--- src/rtl/bch_enc_pkg.sv ---
// -----------------------------------------------------------------------------
// bch_enc_pkg
// Shared BCH code parameters (as produced by bch_parameters) and the encoder
// state type. Encoder and decoder blocks import this package so every block
// agrees on the field size, code geometry and generator polynomial.
//
// Contents:
//   BCH_M, BCH_N, BCH_K, BCH_T : GF(2^m) size, code length, data length,
//                                correctable errors
//   BCH_GEN_POLY               : generator polynomial, n-k+1 bits,
//                                MSB = x^(n-k)
//   bch_enc_state_e            : encoder FSM states
// -----------------------------------------------------------------------------
package bch_enc_pkg;

  localparam int BCH_M = 4;
  localparam int BCH_N = 15;
  localparam int BCH_K = 7;
  localparam int BCH_T = 2;

  // g(x) = x^8 + x^7 + x^6 + x^4 + 1
  localparam logic [BCH_N-BCH_K:0] BCH_GEN_POLY = 9'h1D1;

  typedef enum logic [1:0] {
    ST_IDLE   = 2'd0,
    ST_DATA   = 2'd1,
    ST_PARITY = 2'd2
  } bch_enc_state_e;

endpackage

--- src/rtl/bch_enc_lfsr.sv ---
// -----------------------------------------------------------------------------
// bch_enc_lfsr
// Parity register of the systematic BCH encoder: a P-bit division LFSR that
// accumulates the remainder of m(x)*x^P mod g(x) while data streams in, and
// then shifts that remainder out MSB first.
//
// Parameters:
//   P    : number of parity bits (n-k)
//   POLY : generator polynomial without its x^P term
// Ports:
//   i_clk    input  clock
//   i_rst_n  input  synchronous active-low reset (register cleared)
//   i_clr    input  start of frame: divide starting from an all-zero register
//   i_fb_en  input  absorb one data bit (i_dat) through the feedback path
//   i_shift  input  shift the register left by one (parity readout)
//   i_dat    input  data bit, highest-degree coefficient first
//   o_msb    output current register MSB (next parity bit)
// -----------------------------------------------------------------------------
module bch_enc_lfsr
  import bch_enc_pkg::*;
#(
  parameter int             P    = BCH_N - BCH_K,
  parameter logic [P-1:0]   POLY = P'(BCH_GEN_POLY)
) (
  input  logic i_clk,
  input  logic i_rst_n,
  input  logic i_clr,
  input  logic i_fb_en,
  input  logic i_shift,
  input  logic i_dat,
  output logic o_msb
);

  logic [P-1:0] r_par;
  logic [P-1:0] w_base;

  // One division step: feedback is the incoming bit xored with the bit
  // falling out of the top of the register.
  function automatic logic [P-1:0] lfsr_step(input logic [P-1:0] state,
                                             input logic         din);
    logic         fb;
    logic [P-1:0] shifted;
    fb      = din ^ state[P-1];
    shifted = state << 1;
    if (fb) begin
      lfsr_step = shifted ^ POLY;
    end else begin
      lfsr_step = shifted;
    end
  endfunction

  // A new frame divides from zero, so the first bit sees a cleared register
  // without needing a separate clear cycle.
  assign w_base = i_clr ? '0 : r_par;
  assign o_msb  = r_par[P-1];

  // Remainder register: data absorb has priority over parity readout.
  always_ff @(posedge i_clk) begin
    if (!i_rst_n) begin
      r_par <= '0;
    end else if (i_fb_en) begin
      r_par <= lfsr_step(w_base, i_dat);
    end else if (i_shift) begin
      r_par <= r_par << 1;
    end else begin
      r_par <= r_par;
    end
  end

endmodule

--- src/rtl/bch_enc.sv ---
// -----------------------------------------------------------------------------
// bch_enc
// Bit-serial systematic BCH encoder. Each frame is k data bits (highest-degree
// coefficient first) echoed to the output with one cycle of latency, followed
// by n-k parity bits MSB first. Output is contiguous from the last data bit
// through the last parity bit, and a new frame may start in the cycle after
// the last parity cycle.
//
// Optional feature macro: BCH_ENC_SHORTEN_EN
//   When defined, an accepted bit with ieop=1 ends the data phase early,
//   producing a shortened codeword of (bits accepted)+(n-k) bits. When not
//   defined, ieop is ignored and no shortening logic is built.
//
// Parameters: m, n, k, GEN_POLY (defaults from bch_enc_pkg)
// Ports:
//   iclk    input  clock
//   ireset  input  synchronous active-low reset
//   ival    input  input bit valid
//   isop    input  first data bit of frame
//   ieop    input  last data bit of a shortened frame
//   idat    input  data bit
//   ordy    output encoder accepts a bit this cycle (combinational)
//   oval    output codeword bit valid
//   osop    output first codeword bit
//   oeop    output last codeword bit
//   odat    output codeword bit
// -----------------------------------------------------------------------------
module bch_enc
  import bch_enc_pkg::*;
#(
  parameter int           m        = BCH_M,
  parameter int           n        = BCH_N,
  parameter int           k        = BCH_K,
  parameter logic [n-k:0] GEN_POLY = BCH_GEN_POLY
) (
  input  logic iclk,
  input  logic ireset,
  input  logic ival,
  input  logic isop,
  input  logic ieop,
  input  logic idat,
  output logic ordy,
  output logic oval,
  output logic osop,
  output logic oeop,
  output logic odat
);

  localparam int P  = n - k;
  localparam int CW = $clog2(k + 1);
  localparam int PW = (P > 1) ? $clog2(P) : 1;
  localparam logic [CW-1:0] K_LAST = CW'(k - 1);
  localparam logic [PW-1:0] P_LAST = PW'(P - 1);

  // A code longer than the field allows is a configuration error.
  if (n > (1 << m) - 1) begin : g_bad_cfg
    $error("bch_enc: n exceeds 2^m-1");
  end

  bch_enc_state_e r_state;
  bch_enc_state_e w_state_nxt;
  logic [CW-1:0]  r_dcnt;
  logic [PW-1:0]  r_pcnt;
  logic           w_start;
  logic           w_data_step;
  logic           w_par_shift;
  logic           w_par_last;
  logic           w_eop;
  logic           w_par_msb;

`ifdef BCH_ENC_SHORTEN_EN
  assign w_eop = ieop;
`else
  logic w_unused_ieop;
  assign w_eop         = 1'b0;
  assign w_unused_ieop = ieop;
`endif

  // Next-state, ready and datapath controls. ordy is 1 exactly in IDLE/DATA,
  // so ival alone qualifies acceptance in those states.
  always_comb begin
    w_state_nxt = r_state;
    ordy        = 1'b0;
    w_start     = 1'b0;
    w_data_step = 1'b0;
    w_par_shift = 1'b0;
    w_par_last  = 1'b0;
    case (r_state)
      ST_IDLE: begin
        ordy = 1'b1;
        // Bits without isop are dropped while idle.
        if (ival && isop) begin
          w_start     = 1'b1;
          w_data_step = 1'b1;
          if ((k == 1) || w_eop) begin
            w_state_nxt = ST_PARITY;
          end else begin
            w_state_nxt = ST_DATA;
          end
        end else begin
          w_state_nxt = ST_IDLE;
        end
      end
      ST_DATA: begin
        ordy = 1'b1;
        // isop inside a frame is ordinary data.
        if (ival) begin
          w_data_step = 1'b1;
          if ((r_dcnt == K_LAST) || w_eop) begin
            w_state_nxt = ST_PARITY;
          end else begin
            w_state_nxt = ST_DATA;
          end
        end else begin
          w_state_nxt = ST_DATA;
        end
      end
      ST_PARITY: begin
        w_par_shift = 1'b1;
        if (r_pcnt == P_LAST) begin
          w_par_last  = 1'b1;
          w_state_nxt = ST_IDLE;
        end else begin
          w_state_nxt = ST_PARITY;
        end
      end
      default: begin
        w_state_nxt = ST_IDLE;
      end
    endcase
  end

  // State register.
  always_ff @(posedge iclk) begin
    if (!ireset) begin
      r_state <= ST_IDLE;
    end else begin
      r_state <= w_state_nxt;
    end
  end

  // Data-bit counter (restarts at 1 on the frame's first bit) and
  // parity-bit counter (modulo n-k, wraps on the last parity bit).
  always_ff @(posedge iclk) begin
    if (!ireset) begin
      r_dcnt <= '0;
      r_pcnt <= '0;
    end else begin
      if (w_start) begin
        r_dcnt <= CW'(1);
      end else if (w_data_step) begin
        r_dcnt <= r_dcnt + CW'(1);
      end else begin
        r_dcnt <= r_dcnt;
      end
      if (w_par_shift) begin
        r_pcnt <= w_par_last ? '0 : (r_pcnt + PW'(1));
      end else begin
        r_pcnt <= r_pcnt;
      end
    end
  end

  // Registered codeword stream: data bits echo one cycle after acceptance,
  // parity bits follow straight from the register MSB.
  always_ff @(posedge iclk) begin
    if (!ireset) begin
      oval <= 1'b0;
      osop <= 1'b0;
      oeop <= 1'b0;
      odat <= 1'b0;
    end else if (w_data_step) begin
      oval <= 1'b1;
      osop <= w_start;
      oeop <= 1'b0;
      odat <= idat;
    end else if (w_par_shift) begin
      oval <= 1'b1;
      osop <= 1'b0;
      oeop <= w_par_last;
      odat <= w_par_msb;
    end else begin
      oval <= 1'b0;
      osop <= 1'b0;
      oeop <= 1'b0;
      odat <= 1'b0;
    end
  end

  bch_enc_lfsr #(
    .P    (P),
    .POLY (GEN_POLY[P-1:0])
  ) u_lfsr (
    .i_clk   (iclk),
    .i_rst_n (ireset),
    .i_clr   (w_start),
    .i_fb_en (w_data_step),
    .i_shift (w_par_shift),
    .i_dat   (idat),
    .o_msb   (w_par_msb)
  );

endmodule

--- config.mk ---
export PLATFORM = sky130hd
export DESIGN_NAME = bch_enc
export DESIGN_NICKNAME = d
export VERILOG_FILES = /design/src/rtl/bch_enc_pkg.sv /design/src/rtl/bch_enc_lfsr.sv /design/src/rtl/bch_enc.sv
export SDC_FILE = /design/constraint.sdc
export NUM_CORES = 1
export LEC_CHECK = 0
export ABC_CLOCK_PERIOD_IN_PS = 1400
export CAP_MARGIN = 20
export CORE_MARGIN = 8
export CORE_UTILIZATION = 59
export DETAILED_ROUTE_END_ITERATION = 10
export DONT_BUFFER_PORTS = 1
export PLACE_DENSITY_LB_ADDON = 0.12
export SKIP_CTS_REPAIR_TIMING = 1
export SLEW_MARGIN = 30
export SYNTH_ARGS = -nofsm -noshare
export SYNTH_HDL_FRONTEND = slang
export SYNTH_SLANG_ARGS = --single-unit
--- constraint.sdc ---
create_clock -name iclk -period 1.4 [get_ports iclk]
set_clock_uncertainty 0.05 [all_clocks]
set_input_delay 0.14 -clock iclk [delete_from_list [all_inputs] [get_ports iclk]]
set_output_delay 0.14 -clock iclk [all_outputs]
set_load 0.005 [all_outputs]
Word level (Yosys, flattened, before mapping):

Index checks and enable logic that the tools add are counted.

* $add $sub $neg: 2
* multiply operators: 0
* divide/modulo/power cells: 0
* order comparisons: 0
* eq/ne operators: 4
* shifts and indexed selects: 0
* muxes and demuxes: 24
* bitwise gates (word level): 4
* reductions and logical operators: 8

Operators by type and width (count)
* 8-bit 2-to-1 mux: 4
* 1-bit 2-to-1 mux: 14
* 3-bit by 1-bit adder with 3-bit output, second input constant: 2
* 3-bit equality test, second input constant: 2
* 2-bit 2-to-1 mux: 3
* 2-bit case mux with 3 select lines: 1
* 4-bit NOT: 1
* 2-bit nonzero test: 2
* 2-bit OR reduction: 2
* 3-bit 2-to-1 mux: 1
* 3-bit OR reduction: 1
* 2-bit by 1-bit equality test with 1-bit output, second input constant: 1
* 2-bit equality test, second input constant: 1
* 2-bit zero test: 1
* 1-bit NOT: 2
* 1-bit case mux with 2 select lines: 1
* 2-bit AND reduction: 1
* 1-bit logical AND: 1
* 1-bit bitwise XOR: 1

* register bits after elaboration: 20
* bits in latches: 0
* bits in writable memories: 0
* bits in read-only memories: 0
* bits of input ports: 6
* word-level logic and storage cells: 51
* memories: 0

Depth between registers and ports, before layout:

Gate-level depths: netlist of run 1.

* depth in word-level cells: 7
* gate-level depth with buffers: 6
* mapped depth without buffers: 6

By module:

From an unflattened synthesis of run 1, not the netlist that was laid out.

* cells, all modules: 102
* area total of the unflattened synthesis: 923.4 µm²

By module, submodules not included
* bch_enc: times used 1, cells an instance 59, area each 554.3 µm², seq. area each 240.2 µm²
* bch_enc_lfsr: times used 1, cells an instance 43, area each 369.1 µm², seq. area each 160.2 µm²

Worst setup path before layout of run 1:

Ideal clock, no wire load.

* path kind: reg-to-reg
* from: register r_state[0]
* to: register u_lfsr.r_par[4]
* data arrival time: 1039 ps
* required time: 1223 ps
* path slack: 183 ps
* stages on the path, launching flop included: 7
* buffers on the path: 2
* clock period less this slack: 1217 ps
* cell sequence: dfxtp_1 -> clkbuf_8 -> nand4bb_1 -> clkbuf_8 -> nand2_1 -> xor2_1 -> a21oi_1

* word-level cells in the longest chain between the ends: 6
* elaborated cells on any way between the ends: 12
* classes of those cells: eq/ne (2); mux (6); bitwise (2); reduce/logical (2)

RTL lines
* from (decl): line bch_enc.sv:60 `bch_enc_state_e r_state;`
* from (signal assigned): line bch_enc.sv:138 `r_state <= w_state_nxt;`
* 2-bit zero test: line bch_enc.sv:88 `case (r_state)`
* 1-bit 2-to-1 mux: line bch_enc.sv:88
* 8-bit 2-to-1 mux: line bch_enc_lfsr.sv:54 `assign w_base = i_clr ? '0 : r_par;`
* 1-bit bitwise XOR / 4-bit NOT (equally long branches)
* 8-bit 2-to-1 mux: line bch_enc_lfsr.sv:45 `if (fb) begin`
* 8-bit 2-to-1 mux: line bch_enc_lfsr.sv:61 `end else if (i_fb_en) begin`
* to (signal assigned): line bch_enc_lfsr.sv:62 `r_par <= lfsr_step(w_base, i_dat);`
* to (signal assigned): line bch_enc_lfsr.sv:64 `r_par <= r_par << 1;`
* to (signal assigned): line bch_enc_lfsr.sv:66 `r_par <= r_par;`
* to (decl): line bch_enc_lfsr.sv:34 `logic [P-1:0] r_par;`

Parallel ways exist; a longest one is shown, timed or not.
A chain may end at the register's enable or synchronous reset.

Worst setup path after layout of run 1:

* from: register r_state[1]
* to: register u_lfsr.r_par[5]

* word-level cells in the longest chain between the ends: 5
* elaborated cells on any way between the ends: 10
* classes of those cells: eq/ne (2); mux (6); reduce/logical (2)

RTL lines (line)
* 2-bit zero test: bch_enc.sv:88
* 1-bit 2-to-1 mux: bch_enc.sv:88
* 8-bit 2-to-1 mux: bch_enc_lfsr.sv:54
* 8-bit 2-to-1 mux: bch_enc_lfsr.sv:45
* 8-bit 2-to-1 mux: bch_enc_lfsr.sv:61

Parallel ways exist; a longest one is shown, timed or not.

==> results.tsv, run 1 <==
metric	value	unit
status	finished, final reports clean	
worst-case clock buffer depth	2	
RSZ-0062 raised after global routing	false	
PortBufs	0	
CTS Sinks	20	
post-synthesis compound-gate area fraction	16.27	%
DRC viols	0	
max_cap viols	0	
post-synthesis xor/xnor area fraction	4.868	%
first-pass GRT wire length	2.635	mm
Fmax	764.5	MHz
slew of the pin with the lowest slew margin	428.6	ps
1st-iter DRT viols	20	
Worst Hold Class	in2reg	
Post-Route WL	1.608	mm
Final #Nets	115	
wire per inst	13.40	µm
count of final setup violators	0	
fillers	134	
routed via count	665	
# diodes	0	
CP max FO	7	
EDFF count, synth	0	
First-pass DRT Iterations	4	
top-level I/O count	11	
largest net degree at the start of global routing	15	
setup_tns	0	ps
Die X-Extent	55.05	µm
PwrDens	1208	nW/µm²
post-synthesis adder-cell area fraction	5.563	%
Yosys cell types	27	
Via density	5.542	
crit path kind	reg2reg	
post-synthesis register bit count	20	
Tot Pwr	1185	µW
commonest cells in the netlist	dfxtp_1, a21oi_1, nor2_1	
DIE AREA	3031	µm²
arrival time worst endpoint	1500	ps
most common cell in the netlist	dfxtp_1	
Synth Area in Simple Gates	21.70	%
Sequential Area	401.6	µm²
starting density of the core	61.14	%
CTS tree	built	
clock root buffer	clkbuf_4	
Final min period	1308	ps
asr flop ratio synth	0	%
CP Launch Type	flop	
largest family of logic cells by synthesized area	simple AND/OR/NAND/NOR gates	
Area contributors post-synth	dfxtp_1, a21oi_1, ha_1	
Slew Limit Headroom	71.39	%
mapped cell area	899.6	µm²
core box area	1471	µm²
Layout area overhead	9.040	%
antenna violations before repair	0	
fin crit share	93.44	%
post-synthesis sequential area ratio	44.51	%
placed inst area	907.1	µm²
Static Leak	0.0003836	µW
row count	14	
Final ANT Viol Nets	0	
Main synth FF type	dfxtp_1	
HPWL after DPL	1.136	mm
grt ovf	0	
GR Util All Layers	11.73	%
cell taking the most area after synthesis	dfxtp_1	
CP endpoint kind	flop	
gpl congestion	0.7576	
Peak VDD IR	0.0007896	V
CTS Buf Count	3	
cells after synthesis	99	
syn_area_per_cell	9.087	µm²
Post-Layout Inst Area	980.9	µm²
vias in the first global route	632	
Max Slew Vio Count	0	
post-synthesis mux area share	1.113	%
share of cells above drive strength 1	15.38	%
CTS clk-pin slew, worst paths	120	ps
Critical Path RT	1590	ps
Ys Warns	0	
Die H	55.05	µm
multi-input logic area	455.4	µm²
syn nets	109	
Hold Vio Cnt, Final	0	
post-synth top area share	44.51	%
later-pin clock latency in the skew report	300	ps
Clock H-tree levels	1	
metrics by stage:
stage	hold slack [ps]	utilization (%)	cells	worst slack, ps
global route	5.550	66.67	120	0.5118
floorplan	228.4	-	99	183.3
CTS	-92.28	65.22	119	36.46
global placement	232.4	61.65	115	70.14
finish	3.343	66.67	120	91.90
detailed placement	240.3	61.65	115	49.27
cell usage in the layout, fill, tap and decap left out, types with 2 or more instances in the layout:
cell	count
buf_4	4
a21oi_1	14
ha_1	4
nor2_1	13
nor3_1	2
nand3_1	7
clkbuf_4	3
dfxtp_1	19
inv_1	3
nand2_1	10
xor2_1	4
o21ai_0	3
kinds of logic (layout without fill, tap and decap cells):
group / count (synthesis) / after routing
AND/OR/NAND/NOR: 40 / 40
AO/OA/AOI/OAI: 22 / 22
multiplexers: 1 / 1
buffers and inverters: 7 / 12
flip-flops: 20 / 20
adder cells (fa/ha/maj): 4 / 4
XOR/XNOR: 5 / 5
routing by layer:
metal,vias to the layer above,GRT usage (%),routed length [µm]
met5,-,0,0
met2,7,19.40,764
met3,2,3.476,78
li1,343,-,-
met4,0,6.000,9
met1,313,13.35,755
flip-flops by register name, summed over array words and instances, names as in the netlist:
register	flops
r_state	2
r_dcnt	3
r_pcnt	3
osop	1
u_lfsr.r_par	8
oeop	1
oval	1
odat	1
path summary, 6_finish.rpt:
path                                                    from                            to  slack, ps  depth (start not counted)
worst max register to register         r_state[1]$_SDFF_PN0_  u_lfsr.r_par[5]$_SDFFE_PN0P_         90                          5
worst min register to register  u_lfsr.r_par[2]$_SDFFE_PN0P_  u_lfsr.r_par[2]$_SDFFE_PN0P_        410                          2
worst min-delay path                                    idat               odat$_SDFF_PN0_          3                          2
worst max-delay path                   r_state[1]$_SDFF_PN0_  u_lfsr.r_par[5]$_SDFFE_PN0P_         90                          5
report_power, final:
group          internal, µW  total [µW]  leakage (µW)  switching (µW)
clock network           289         472     0.0000279             182
logic                  45.7         108      0.000192            62.7
registers               590         605      0.000163            15.2
total                   925        1190      0.000384             260
critical path, stage by stage, from the launching register on:
cell and delay, ps:
dfxtp_1 360, buf_4 160, nor2b_2 170, a21oi_2 280, nand2_1 100, a21oi_1 130
final cells by class:
type,instances,share of cell area [%]
clock buffers,3,2.296
clock inverters,1,3.061
inverters,3,1.148
multi-input cells,72,46.43
flip-flops and latches,20,40.94
well taps,16,2.041
repair buffers,5,4.082
Power figures use the tool's default switching activity.
==> inputs of run 2 (changes only) <==
SYNTH_HIERARCHICAL = 1   (was not set)
==> results.tsv, run 2 <==
metric	value	unit
Final ANT Viol Nets	0	
cells after synthesis	102	
Area contributors post-synth	dfxtp_1, nand2_1, ha_1	
most common cell in the netlist	dfxtp_1	
Hold Vio Cnt, Final	17	
Post-Layout Inst Area	1186	µm²
register with the most flip-flops	u_lfsr/r_par	
Sequential Area	405.4	µm²
post-synthesis mux area share	0	%
post-synth top area share	43.36	%
fin crit share	110.9	%
placed inst area	1023	µm²
share of cells above drive strength 1	32.17	%
PwrDens	869.8	nW/µm²
pre-CTS setup slack	-117.5	ps
HPWL after DPL	1.205	mm
multi-input logic area	616.8	µm²
DRC viols	0	
GR Util All Layers	11.30	%
post-synthesis xor/xnor area fraction	0	%
fillers	102	
Fmax	643.9	MHz
# diodes	0	
Yosys cell types	34	
Tot Pwr	1032	µW
RSZ-0062 raised after global routing	true	
Clock H-tree levels	1	
Ys Warns	6	
CTS clk-pin slew, worst paths	110	ps
core box area	1489	µm²
Slew Limit Headroom	73.39	%
EDFF count, synth	0	
crit path kind	reg2reg	
later-pin clock latency in the skew report	290	ps
syn_area_per_cell	9.053	µm²
Top Registers	u_lfsr/r_par (8), r_dcnt (3), r_pcnt (3)	
Die X-Extent	55.56	µm
Static Leak	0.0004545	µW
max_cap viols	0	
1st-iter DRT viols	7	
DIE AREA	3087	µm²
asr flop ratio synth	0	%
Switching Fraction	25.51	%
routed via count	766	
Post-Route WL	1.969	mm
CTS Buf Count	3	
commonest non-fill, non-tap cell in the layout	dfxtp_1	
gpl congestion	0.7625	
post-synthesis sequential area ratio	43.36	%
grt ovf	0	
CP max FO	7	
arrival time worst endpoint	1690	ps
Sw Pwr	263.2	µW
Final #Nets	127	
Via density	5.847	
Peak VDD IR	0.0006650	V
wire per inst	15.03	µm
Layout area overhead	28.46	%
Power Internal	768.5	µW
Critical Path RT	1530	ps
commonest cells after routing, fill and taps aside	dfxtp_1, nand2_1, buf_4	
Final WS setup	-153.1	ps
CTS tree	built	
largest family of logic cells by synthesized area	simple AND/OR/NAND/NOR gates	
vias in the first global route	718	
PortBufs	0	
Worst Hold Class	in2reg	
first-pass GRT wire length	3.015	mm
post-synthesis compound-gate area fraction	22.22	%
FF-to-FF End	u_lfsr/r_par[6]$_SDFFE_PN0P_	
Logic pwr share	15.0	%
WHS Endpoint	u_lfsr/r_par[0]$_SDFFE_PN0P_	
First-pass DRT Iterations	4	
row count	14	
Synth Area in Simple Gates	25.47	%
cell taking the most area after synthesis	dfxtp_1	
Max Slew Vio Count	0	
worst r2r src	r_state[0]$_SDFF_PN0_	
CTS Sinks	20	
antenna violations before repair	0	
worst hold start	ireset	
reg2reg path depth	5	
slew of the pin with the lowest slew margin	398.3	ps
part of the power in registers	58.5	%
top-level I/O count	11	
Main synth FF type	dfxtp_1	
failing checks	hold timing, setup timing	
CP Launch Type	flop	
Largest register FFs	8	
Hold Slack	-92.94	ps
post-synthesis register bit count	20	
syn nets	112	
Die H	55.56	µm
worst-case clock buffer depth	2	
worst reg2reg setup slack	-150	ps
mapped cell area	923.4	µm²
CP endpoint kind	flop	
commonest cells in the netlist	dfxtp_1, nand2_1, a21boi_0, a21oi_1	
largest net degree at the start of global routing	19	
status	finished, violations left	
post-synthesis adder-cell area fraction	5.420	%
Final min period	1553	ps
starting density of the core	62.02	%
clock root buffer	clkbuf_4	
Clock Power Share	26.4	%
hold-critical path depth	1	
count of final setup violators	4	
run 2: cell type report:
class | count | area share [%]
Clock buffer | 3 | 1.899
Inverter | 3 | 1.160
Multi-Input combinational cell | 76 | 52.00
Sequential cell | 20 | 34.18
Tap cell | 16 | 1.688
Timing Repair Buffer | 13 | 9.072
run 2: critical path, stage by stage (launching register included):
cell       delay, ps
dfxtp_4          380
nor3_4           300
buf_4            170
a21boi_1         120
a2111oi_4        340
a211oi_2          80
run 2: how the worst max path moves through the flow:
stage | from | end | slack [ps] | cells past startpoint
floorplan | r_state[0]$_SDFF_PN0_ | u_lfsr/r_par[4]$_SDFFE_PN0P_ | -30 | 6
global placement | r_state[1]$_SDFF_PN0_ | u_lfsr/r_par[6]$_SDFFE_PN0P_ | -110 | 4
detailed placement | r_state[1]$_SDFF_PN0_ | u_lfsr/r_par[6]$_SDFFE_PN0P_ | -120 | 4
CTS | r_state[0]$_SDFF_PN0_ | u_lfsr/r_par[6]$_SDFFE_PN0P_ | -150 | 5
global route | r_state[0]$_SDFF_PN0_ | u_lfsr/r_par[6]$_SDFFE_PN0P_ | -210 | 5
finish | r_state[0]$_SDFF_PN0_ | u_lfsr/r_par[6]$_SDFFE_PN0P_ | -150 | 5
run 2: power by group through the flow:
stage	clock network [µW]	registers, µW	logic (µW)
finish	273	604	155
CTS	273	604	100
floorplan	0	610	83.8
global placement	0	616	96.8
detailed placement	0	616	99.2
global route	286	607	167
run 2: logic make-up (layout without fill, tap and decap cells):
logic type | after synthesis | after routing
and+or+nand+nor | 42 | 42
DFF | 20 | 20
AOI/OAI and AO/OA | 30 | 30
buffers and inverters | 6 | 19
adders and majority gates | 4 | 4
run 2: layer usage:
layer	GRT usage (%)	part of all wire, %
met1	14.38	45
met3	3.653	4.0
met5	0	0
met2	16.35	48
met4	5.986	3.0
run 2: per-stage QoR:
stage / std cells / util [%] / TNS, ps
final: 131 / 79.66 / -476.6
after CTS: 127 / 70.25 / -606.8
after global routing: 131 / 79.66 / -842.4
after floorplan: 102 / - / -76.86
after global placement: 124 / 68.74 / -291.3
after detailed placement: 124 / 68.74 / -407.2
==> inputs of run 3 (changes only) <==
CTS_CLUSTER_SIZE = 12   (was not set)
PLACE_DENSITY = 0.75   (was not set)
PLACE_DENSITY_LB_ADDON = not set   (was 0.12)
REMOVE_ABC_BUFFERS = 1   (was not set)
==> results.tsv, run 3 (same netlist as run 2, synthesis figures left out) <==
metric	value	unit
Layout area overhead	34.82	%
clock root buffer	clkbuf_4	
Top Registers	u_lfsr/r_par (8), r_dcnt (3), r_pcnt (3)	
Slew Limit Headroom	64.18	%
share of cells above drive strength 1	34.17	%
CTS clk-pin slew, worst paths	120	ps
CTS Sinks	20	
First-pass DRT Iterations	4	
GR Util All Layers	12.90	%
gpl congestion	0.8109	
Worst Hold Class	in2reg	
top-level I/O count	11	
count of final setup violators	8	
Critical Path RT	1540	ps
DRC viols	0	
reg2reg path depth	7	
Die X-Extent	55.56	µm
# diodes	0	
PwrDens	1008	nW/µm²
pre-CTS setup slack	-186.3	ps
Hold Vio Cnt, Final	1	
CP Launch Type	flop	
Static Leak	0.0004938	µW
Peak VDD IR	0.0007515	V
CTS tree	built	
hold-critical path depth	2	
Fmax	671.3	MHz
HPWL after DPL	1.370	mm
Final min period	1490	ps
vias in the first global route	749	
max_cap viols	0	
Die H	55.56	µm
Post-Route WL	2.473	mm
later-pin clock latency in the skew report	310	ps
RSZ-0062 raised after global routing	true	
CP max FO	5	
multi-input logic area	611.8	µm²
worst-case clock buffer depth	2	
Clock H-tree levels	1	
slew of the pin with the lowest slew margin	535.5	ps
row count	14	
1st-iter DRT viols	32	
largest net degree at the start of global routing	19	
wire per inst	18.18	µm
Sequential Area	405.4	µm²
starting density of the core	62.02	%
grt ovf	0	
Final ANT Viol Nets	0	
fillers	82	
Final WS setup	-89.66	ps
DIE AREA	3087	µm²
fin crit share	106.4	%
worst hold start	idat	
antenna violations before repair	0	
first-pass GRT wire length	3.408	mm
Hold Slack	-21.77	ps
Max Slew Vio Count	0	
WHS Endpoint	odat$_SDFF_PN0_	
PortBufs	0	
Final #Nets	131	
commonest cells after routing, fill and taps aside	dfxtp_1, nand2_1, buf_4	
CTS Buf Count	3	
routed via count	854	
commonest non-fill, non-tap cell in the layout	dfxtp_1	
worst reg2reg setup slack	-90	ps
register with the most flip-flops	u_lfsr/r_par	
core box area	1489	µm²
worst r2r src	r_state[1]$_SDFF_PN0_	
arrival time worst endpoint	1630	ps
failing checks	hold timing, setup timing	
FF-to-FF End	u_lfsr/r_par[6]$_SDFFE_PN0P_	
CP endpoint kind	flop	
Via density	6.279	
Largest register FFs	8	
status	finished, violations left	
crit path kind	reg2reg	
setup_tns	-432.7	ps
## run 3: cell type report
| type | count | area share [%] |
|---|---|---|
| multi-input combinational | 76 | 49.15 |
| sequential | 20 | 32.56 |
| timing repair buffer | 17 | 11.36 |
| clock inverter | 1 | 2.412 |
| clock buffer | 3 | 1.809 |
| tap | 16 | 1.608 |
| inverter | 3 | 1.106 |
## run 3: how the worst max path moves through the flow
stage | start | depth (start not counted) | endpoint
3_3_place_gp | r_state[1]$_SDFF_PN0_ | 6 | u_lfsr/r_par[6]$_SDFFE_PN0P_
6_report | r_state[1]$_SDFF_PN0_ | 7 | u_lfsr/r_par[6]$_SDFFE_PN0P_
4_1_cts | r_state[1]$_SDFF_PN0_ | 6 | u_lfsr/r_par[6]$_SDFFE_PN0P_
2_1_floorplan | r_state[1]$_SDFF_PN0_ | 5 | u_lfsr/r_par[4]$_SDFFE_PN0P_
5_1_grt | r_state[1]$_SDFF_PN0_ | 7 | u_lfsr/r_par[6]$_SDFFE_PN0P_
3_5_place_dp | r_state[1]$_SDFF_PN0_ | 6 | u_lfsr/r_par[6]$_SDFFE_PN0P_
## run 3: where the power goes
group	switching [µW]	internal (µW)
Combinational	88.9	90.1
Sequential	15.9	588
Clock	182	290
Total	287	968
## run 3: metal layers
layer  track usage, %  share of wire, %  vias to the layer above
met3            2.968               5.9                       15
met5                0                 0                        -
li1                 -                 -                      400
met1            15.24                40                      399
met4            7.394               5.3                        0
met2            20.67                49                       40
## run 3: critical path, cell delays in order, from the launching register on
cell       delay [ps]
dfxtp_2           360
nand2b_4          150
nor2_4            110
buf_6             140
nor2_4             60
buf_6             120
a2111oi_4         320
a211oi_2           60
## run 3: per-stage QoR
stage | hold slack [ps] | utilization [%] | std cells | total power (µW) | cell area (µm²)
2_1_floorplan | 207.5 | - | 99 | 674.4 | 902.1
3_3_place_gp | 212.8 | 67.98 | 127 | 707.9 | 1012
3_5_place_dp | 216.3 | 67.98 | 127 | 712.2 | 1012
4_1_cts | -104.7 | 71.51 | 131 | 1177 | 1065
5_1_grt | -6.808 | 83.61 | 136 | 1302 | 1245
6_report | -21.77 | 83.61 | 136 | 1255 | 1245
